### src/rtl/aes_sbox_main_if.sv
// Byte bus of the AES S-box datapath: load byte, control vector, output byte.
// Plain signal bundle, no handshake; the master drives value_in/start.
interface aes_sbox_main_if;
    logic [7:0] value_in;
    logic [3:0] start;
    logic [7:0] value_out;

    modport master (
        output value_in,
        output start,
        input  value_out
    );

    modport slave (
        input  value_in,
        input  start,
        output value_out
    );
endinterface

### src/rtl/aes_sbox_main.sv
// Byte-wide AES S-box datapath with a priority control MUX on the state register.
// Optional inverse S-box path enabled by defining SBOX_INV_EN.
module aes_sbox_main (
    input  logic             clk,
    input  logic             rst,
    aes_sbox_main_if.slave   bus
);

    function automatic logic [7:0] gf_mul(input logic [7:0] a,
                                          input logic [7:0] b);
        logic [7:0] p;
        logic [7:0] aa;
        p  = 8'h00;
        aa = a;
        for (int i = 0; i < 8; i++) begin
            if (b[i]) p = p ^ aa;
            aa = {aa[6:0], 1'b0} ^ (aa[7] ? 8'h1b : 8'h00);
        end
        return p;
    endfunction

    // x^254 == x^-1 in GF(2^8); 0 maps to 0 for free.
    function automatic logic [7:0] gf_inv(input logic [7:0] x);
        logic [7:0] x2, x3, x6, x12, x15;
        logic [7:0] x30, x60, x120, x240, x252;
        x2   = gf_mul(x, x);
        x3   = gf_mul(x2, x);
        x6   = gf_mul(x3, x3);
        x12  = gf_mul(x6, x6);
        x15  = gf_mul(x12, x3);
        x30  = gf_mul(x15, x15);
        x60  = gf_mul(x30, x30);
        x120 = gf_mul(x60, x60);
        x240 = gf_mul(x120, x120);
        x252 = gf_mul(x240, x12);
        return gf_mul(x252, x2);
    endfunction

    function automatic logic [7:0] fwd_affine(input logic [7:0] a);
        return a
             ^ {a[6:0], a[7]}
             ^ {a[5:0], a[7:6]}
             ^ {a[4:0], a[7:5]}
             ^ {a[3:0], a[7:4]}
             ^ 8'h63;
    endfunction

    logic [7:0] state;
    logic [7:0] state_d;
    logic [7:0] value_q;
    logic [7:0] inv_in;
    logic [7:0] inv_out;
    logic [7:0] sbox_out;

`ifdef SBOX_INV_EN
    function automatic logic [7:0] inv_affine(input logic [7:0] a);
        return {a[6:0], a[7]}
             ^ {a[4:0], a[7:5]}
             ^ {a[1:0], a[7:2]}
             ^ 8'h05;
    endfunction

    // One inverter serves both directions; forward wins when both are asked.
    always_comb begin
        inv_in = bus.start[1] ? state : inv_affine(state);
    end
`else
    logic unused_start2;
    assign unused_start2 = bus.start[2];

    always_comb begin
        inv_in = state;
    end
`endif

    always_comb begin
        inv_out  = gf_inv(inv_in);
        sbox_out = fwd_affine(inv_out);
    end

    always_comb begin
        state_d = state;
        if (bus.start[0]) begin
            state_d = bus.value_in;
        end else if (bus.start[1]) begin
            state_d = sbox_out;
`ifdef SBOX_INV_EN
        end else if (bus.start[2]) begin
            state_d = inv_out;
`endif
        end
    end

    always_ff @(posedge clk or posedge rst) begin
        if (rst) begin
            state   <= 8'h00;
            value_q <= 8'h00;
        end else begin
            state <= state_d;
            if (bus.start[3]) value_q <= state;
        end
    end

    assign bus.value_out = value_q;

endmodule

### src/flat_wrapper.sv
// flat-port wrapper written by rule: the top's interface ports become plain ports
module aes_sbox_main_flat 
  (clk, rst, bus_value_in, bus_start, bus_value_out);
  aes_sbox_main_if bus_i ();
  input  logic clk;
  input  logic rst;
  input wire logic [$bits(bus_i.value_in)-1:0] bus_value_in;
  input wire logic [$bits(bus_i.start)-1:0] bus_start;
  output wire logic [$bits(bus_i.value_out)-1:0] bus_value_out;
  assign bus_i.value_in = bus_value_in;
  assign bus_i.start = bus_start;
  assign bus_value_out = bus_i.value_out;
  aes_sbox_main u_core (.clk(clk), .rst(rst), .bus(bus_i));
endmodule
### config.mk
export PLATFORM = sky130hd
export DESIGN_NAME = aes_sbox_main_flat
export DESIGN_NICKNAME = d
export VERILOG_FILES = /design/src/rtl/aes_sbox_main_if.sv /design/src/rtl/aes_sbox_main.sv /design/src/flat_wrapper.sv
export SDC_FILE = /design/constraint.sdc
export NUM_CORES = 1
export LEC_CHECK = 0
export ABC_CLOCK_PERIOD_IN_PS = 17140
export CAP_MARGIN = 0
export CORE_MARGIN = 2
export CORE_UTILIZATION = 60
export DETAILED_ROUTE_END_ITERATION = 7
export PLACE_DENSITY = 0.8
export RECOVER_POWER = 25
export SKIP_CTS_REPAIR_TIMING = 1
export SYNTH_ARGS = -nofsm -noshare
export SYNTH_HDL_FRONTEND = slang
export SYNTH_SLANG_ARGS = --single-unit
### constraint.sdc
create_clock -name clk -period 17.14 [get_ports clk]
set_input_delay 3.428 -clock clk [delete_from_list [all_inputs] [get_ports clk]]
set_output_delay 3.428 -clock clk [all_outputs]
set_load 0.02 [all_outputs]
; Word level (Yosys, flattened, before mapping)
; Cells that the tools add are included.
[totals]
register_bits = 16
latch_bits = 0
ramBits = 0
mem_bits_ro = 0
input_bits = 14
word_cells = 329
memories = 0
[classes]
addsub = 0
mul = 0
div = 0
n_lt_le_gt_ge = 0
eq_ne = 0
shifts = 0
n_mux = 167
bitwise_logic = 159
reduce_logical = 1
[op_table]
columns = operator, n
row1 = bitwise XOR 8 bit, 158
row2 = two-way mux 8 bit, 90
row3 = two-way mux 5 bit, 77
row4 = inverter 4 bit, 1
row5 = nonzero test 2 bit, 1

; Logic depth before layout (Yosys ltp)
[logic_depth]
word_depth = 183
ltp_mapped = 79
mapped_depth_nobuf = 67

; Worst setup path before layout
; Ideal clock, no wire load.
[synth_timing]
path_type = flip-flop to flip-flop
startpoint = register u_core.state[0], in the netlist u_core.inv_in[0]
endpoint = register u_core.state[4], in the netlist u_core.inv_in[4]
setup_ns = 0.064
t_arrival_ns = 18.227
required_time_ns = 17.076
slack_ns = -1.151
path_stages_with_launch = 73
n_path_buf = 9
synth_period_minus_slack_ns = 18.291
cell_sequence = dfrtp_1 > ha_1 > buf_2 > xor2_1 > mux2_2 > a32oi_1 > xnor3_1 > clkbuf_1 > nand2b_1 > mux2i_1 > xnor3_1 > xnor2_1 > clkinv_1 > clkbuf_1 > ha_1 > nand2_1 > xnor2_2 > inv_1 > (+37 left out) > xnor2_1 > xnor2_1 > xor2_1 > nor2_1 > xnor2_1 > xnor2_4 > xnor3_1 > nor2_1 > xnor3_1 > xnor3_2 > xnor3_2 > xnor2_1 > a222oi_1 > xnor3_1 > xor2_2 > xnor3_1 > a211oi_1 > a21o_1
[synth_via]
elab_chain_cells = 175
elab_cells_between_ends = 318
cone_classes = mux (160) / bitwise (158)
[synth_lines]
columns = element, line_no
row1 = "start, declared", aes_sbox_main.sv:48  ; logic [7:0] state;
row2 = "start signal, assigned", aes_sbox_main.sv:99  ; state <= state_d;
row3 = two-way mux 8 bit, aes_sbox_main.sv:16  ; if (b[i]) p = p ^ aa;
row4 = bitwise XOR 8 bit, aes_sbox_main.sv:16
row5 = two-way mux 8 bit, aes_sbox_main.sv:16
row6 = bitwise XOR 8 bit, aes_sbox_main.sv:16
row7 = two-way mux 8 bit, aes_sbox_main.sv:16
row8 = bitwise XOR 8 bit, aes_sbox_main.sv:16
row9 = two-way mux 8 bit, aes_sbox_main.sv:16
row10 = bitwise XOR 8 bit, aes_sbox_main.sv:16
row11 = (+159 left out), --
row12 = bitwise XOR 8 bit, aes_sbox_main.sv:16
row13 = two-way mux 8 bit *, aes_sbox_main.sv:16
row14 = bitwise XOR 8 bit, aes_sbox_main.sv:41  ; ^ {a[6:0], a[7]}
row15 = bitwise XOR 8 bit, aes_sbox_main.sv:42  ; ^ {a[5:0], a[7:6]}
row16 = bitwise XOR 8 bit, aes_sbox_main.sv:43  ; ^ {a[4:0], a[7:5]}
row17 = bitwise XOR 8 bit *, aes_sbox_main.sv:44  ; ^ {a[3:0], a[7:4]}
row18 = two-way mux 8 bit *, aes_sbox_main.sv:85  ; end else if (bus.start[1]) begin
row19 = two-way mux 8 bit *, aes_sbox_main.sv:83  ; if (bus.start[0]) begin
; Every way passes the cells marked *; elsewhere a longest branch is shown, timed or not. The select of a mux whose other input is x is not followed.
; A chain may end at the register's enable or synchronous reset.

; Final worst setup path
[layout_timing]
startpoint = register u_core.state[7], in the netlist u_core.inv_in[7]
endpoint = register u_core.state[1], in the netlist u_core.inv_in[1]
[layout_via]
elab_chain_cells = 176
elab_cells_between_ends = 322
cone_classes = mux (163) / bitwise (159)
[layout_lines]
columns = element, line_no
row1 = two-way mux 5 bit / two-way mux 8 bit (equally long branches), "aes_sbox_main.sv:17, aes_sbox_main.sv:16"
row2 = "bitwise XOR 8 bit, on equally long branches", "aes_sbox_main.sv:17, aes_sbox_main.sv:16"
row3 = bitwise XOR 8 bit / two-way mux 8 bit (equally long branches), aes_sbox_main.sv:16
row4 = two-way mux 8 bit / bitwise XOR 8 bit (equally long branches), aes_sbox_main.sv:16
row5 = bitwise XOR 8 bit / two-way mux 8 bit (equally long branches), aes_sbox_main.sv:16
row6 = two-way mux 8 bit / bitwise XOR 8 bit (equally long branches), aes_sbox_main.sv:16
row7 = bitwise XOR 8 bit / two-way mux 8 bit (equally long branches), aes_sbox_main.sv:16
row8 = two-way mux 8 bit / bitwise XOR 8 bit (equally long branches), aes_sbox_main.sv:16
row9 = (+160 left out), --
row10 = two-way mux 8 bit *, aes_sbox_main.sv:16
row11 = bitwise XOR 8 bit, aes_sbox_main.sv:41
row12 = bitwise XOR 8 bit, aes_sbox_main.sv:42
row13 = bitwise XOR 8 bit, aes_sbox_main.sv:43
row14 = bitwise XOR 8 bit *, aes_sbox_main.sv:44
row15 = inverter 4 bit (no line) *, --
row16 = two-way mux 8 bit *, aes_sbox_main.sv:85
row17 = two-way mux 8 bit *, aes_sbox_main.sv:83
; Marked as above.

==> results.py <==
metrics = {
    "synth": {
        "seq_area_frac_synth_pct": 3.145,
        "ys.flop_type": "dfrtp_1",
        "synth_cells": 1609,
        "syn-cell-area_um2": 12730,
        "synth-seq-cells": 16,
        "synthDistinctLibCells": 95,
        "ys_async_sr_fraction_pct": 100.0,
        "synth_area_per_cell_um2": 7.912,
        "synthesis.nets": 1630,
        "yosysWarnings": 0,
        "synth-edff-count": 0,
    },
    "sta": {
        "finalSetupViolCount": 0,
        "setup_slack_ps": 350.1,
        "slew_violations": 0,
        "min_period_over_period_pct": 97.96,
        "whs_ps": 504.5,
        "maxSlewHeadroom_pct": 23.93,
        "worst_slew_pin_slew_ps": 1133,
        "fmax_mhz": 59.56,
        "fin_worst_skew_ps": 0.5608,
        "min_period_ps": 16790,
        "hold_violations": 0,
    },
    "global_route": {
        "grtUsageTotal_pct": 30.93,
        "grt_pass1_wl_um": 56770,
        "grt_pass1_vias": 10920,
        "antenna_found_initial": 0,
        "overflow": 0,
        "grt_max_degree": 36,
    },
    "placed_design": {
        "place_ws_ps": -772.4,
        "io_buffers": 20,
        "dpl.hpwl_um": 26720,
        "gp_congestion": 0.9179,
        "postPlaceCellArea_um2": 14020,
    },
    "clock_network": {
        "cts_htree_levels": 1,
        "cts.sink_count": 16,
        "clock_path_buffers": 2,
        "cts_tree": "built",
        "insertion_delay_ps": 240,
        "cts.reportedPaths.clkPinSlew_ps": 50,
        "root_buffer": "clkbuf_16",
        "cts_buffers": 3,
    },
    "floorplan": {
        "coreArea_um2": 20960,
        "ios": 22,
        "dieArea_um2": 22400,
        "die_y_um": 149.7,
        "initial_core_util_pct": 60.75,
        "die_w_um": 149.7,
        "fp-row-count": 53,
    },
    "finish": {
        "mostFrequentLayoutCells": "xnor2_1, nor2_1, buf_4",
        "final_cell_area_um2": 15210,
        "insertedDiodeCount": 0,
        "post-route-util_pct": 72.60,
        "area_growth_pct": 19.50,
        "final_nets": 1735,
        "fill_cells": 1548,
        "register_area_um2": 406.6,
        "layout_commonest_cell": "xnor2_1",
        "drive_gt1_share_pct": 21.96,
        "multi_input_area_um2": 12550,
    },
    "critical_path": {
        "crit_family": "XOR/XNOR gates",
        "cpMaxStageDelayCell": "xnor3_1",
        "r2r-start": "u_core.inv_in[7]",
        "crit_top_cell": "xnor2_1",
        "worstSetupStartpoint": "u_core.inv_in[7]",
        "worstPathArrival_ps": 16880,
        "critPathKind": "reg2reg",
        "r2r-end": "u_core.inv_in[1]",
        "cp-start-kind": "flop",
        "r2r_cells": 67,
        "end_kind": "flop",
        "cp_max_fo": 22,
        "r2r_slack_ps": 350,
        "cp.buffers_inverters": 10,
        "cp.required_ps": 17230,
        "max_stage_delay_ps": 530,
    },
    "status": {
        "outcome": "finished, final reports clean",
    },
    "routing": {
        "ant_nets": 0,
        "vias": 12680,
        "dr.pass1.iters": 7,
        "post-route-drc-count": 0,
        "wire_per_inst_um": 19.74,
        "routed_via_density": 6.382,
        "postRouteWirelength_um": 39220,
        "drt_iter0_markers": 1557,
    },
    "worst_hold_path": {
        "hold_path.class": "reg2reg",
        "min_path_cells": 1,
        "hold_path_end": "u_core.bus.value_out[0]",
        "min-delay-start": "u_core.bus.value_out[0]",
    },
    "flow_run": {
        "maxCapViolCount": 0,
    },
}
-- metrics by stage --
stage / setup TNS, ps / cells
finish: 0 / 1987
CTS: -6085 / 1931
floorplan: 0 / 1609
global placement: -2551 / 1928
detailed placement: -5186 / 1928
global route: -3024 / 1987
-- cell type report --
type                       instances  share of cell area (%)
clock buffer                       3                  0.4935
timing repair buffer             213                   11.41
inverter                          28                  0.6991
sequential                        16                   2.673
tap                              275                   2.262
multi-input combinational       1452                   82.47
-- cells in the mapped netlist, types with 6 or more instances --
master / number / area [µm²]
nand3_1: 43 / 215.2
a31oi_1: 14 / 87.58
xnor2_2: 16 / 260.3
mux2_2: 21 / 236.5
o22ai_1: 13 / 81.33
clkbuf_1: 67 / 251.5
xor2_1: 82 / 718.2
o211ai_1: 11 / 82.58
nor3_1: 39 / 195.2
mux2i_1: 54 / 540.5
o21a_1: 12 / 90.09
nor4_1: 11 / 68.82
nand2b_1: 14 / 87.58
nand2_1: 173 / 649.4
o2111ai_1: 6 / 52.55
inv_1: 20 / 75.07
buf_1: 8 / 30.03
dfrtp_1: 16 / 400.4
a221oi_1: 8 / 70.07
nand4_1: 16 / 100.1
a21oi_1: 69 / 345.3
ha_1: 7 / 87.58
a22oi_1: 8 / 60.06
xor3_1: 11 / 261.5
o221ai_1: 7 / 61.31
o21ai_0: 57 / 285.3
nor2b_1: 19 / 118.9
a211oi_1: 11 / 82.58
or3_1: 8 / 50.05
clkinv_1: 6 / 22.52
and2_1: 14 / 87.58
buf_2: 33 / 165.2
xnor3_1: 86 / 1937
xnor2_1: 293 / 2566
xnor3_2: 10 / 237.7
o31ai_1: 6 / 45.04
nor2_1: 196 / 735.7
-- logic make-up (layout without fill, tap and decap cells) --
family / count (synthesis) / count (layout) / share of synthesized area, %
AOI/OAI and AO/OA: 296 / 296 / 15.98
xor gates and xnor gates: 511 / 511 / 49.33
adders and majority gates: 7 / 7 / 0.6879
buffers and inverters: 141 / 244 / 4.658
DFF: 16 / 16 / 3.145
muxes: 78 / 78 / 6.477
and+or+nand+nor: 560 / 560 / 19.72
-- worst register-to-register path: cells and delay by family (launching register included) --
family | cells | cell delay [ps]
mux | 1 | 160
buf+inv | 10 | 1700
flops | 1 | 480
simple gates | 10 | 970
fa+ha+maj | 5 | 1640
xor+xnor | 35 | 10440
compound gates | 6 | 1250
-- how the worst max path moves through the flow --
stage / endpoint / slack (ps) / cells after the start
after detailed placement: u_core.inv_in[1] / -770 / 66
final: u_core.inv_in[1] / 350 / 67
after global placement: u_core.inv_in[1] / -430 / 59
after CTS: u_core.inv_in[1] / -880 / 66
after global routing: u_core.inv_in[1] / -440 / 68
after floorplan: u_core.inv_in[1] / 40 / 74
-- metal layers --
| layer | vias up | share of wire (%) | track usage [%] |
|---|---|---|---|
| li1 | 5817 | - | - |
| met1 | 6003 | 41 | 44.98 |
| met2 | 745 | 47 | 51.51 |
| met3 | 116 | 8.8 | 1.921 |
| met4 | 0 | 2.6 | 5.189 |
| met5 | - | 0 | 0 |
-- sequential cells by signal (all words and copies together) (netlist names) --
register              count
u_core.inv_in             8
u_core.bus.value_out      8
Power is left out: the tool's default activity adds up to more than one toggle a clock period on the data nets, which glitch-free logic cannot reach.
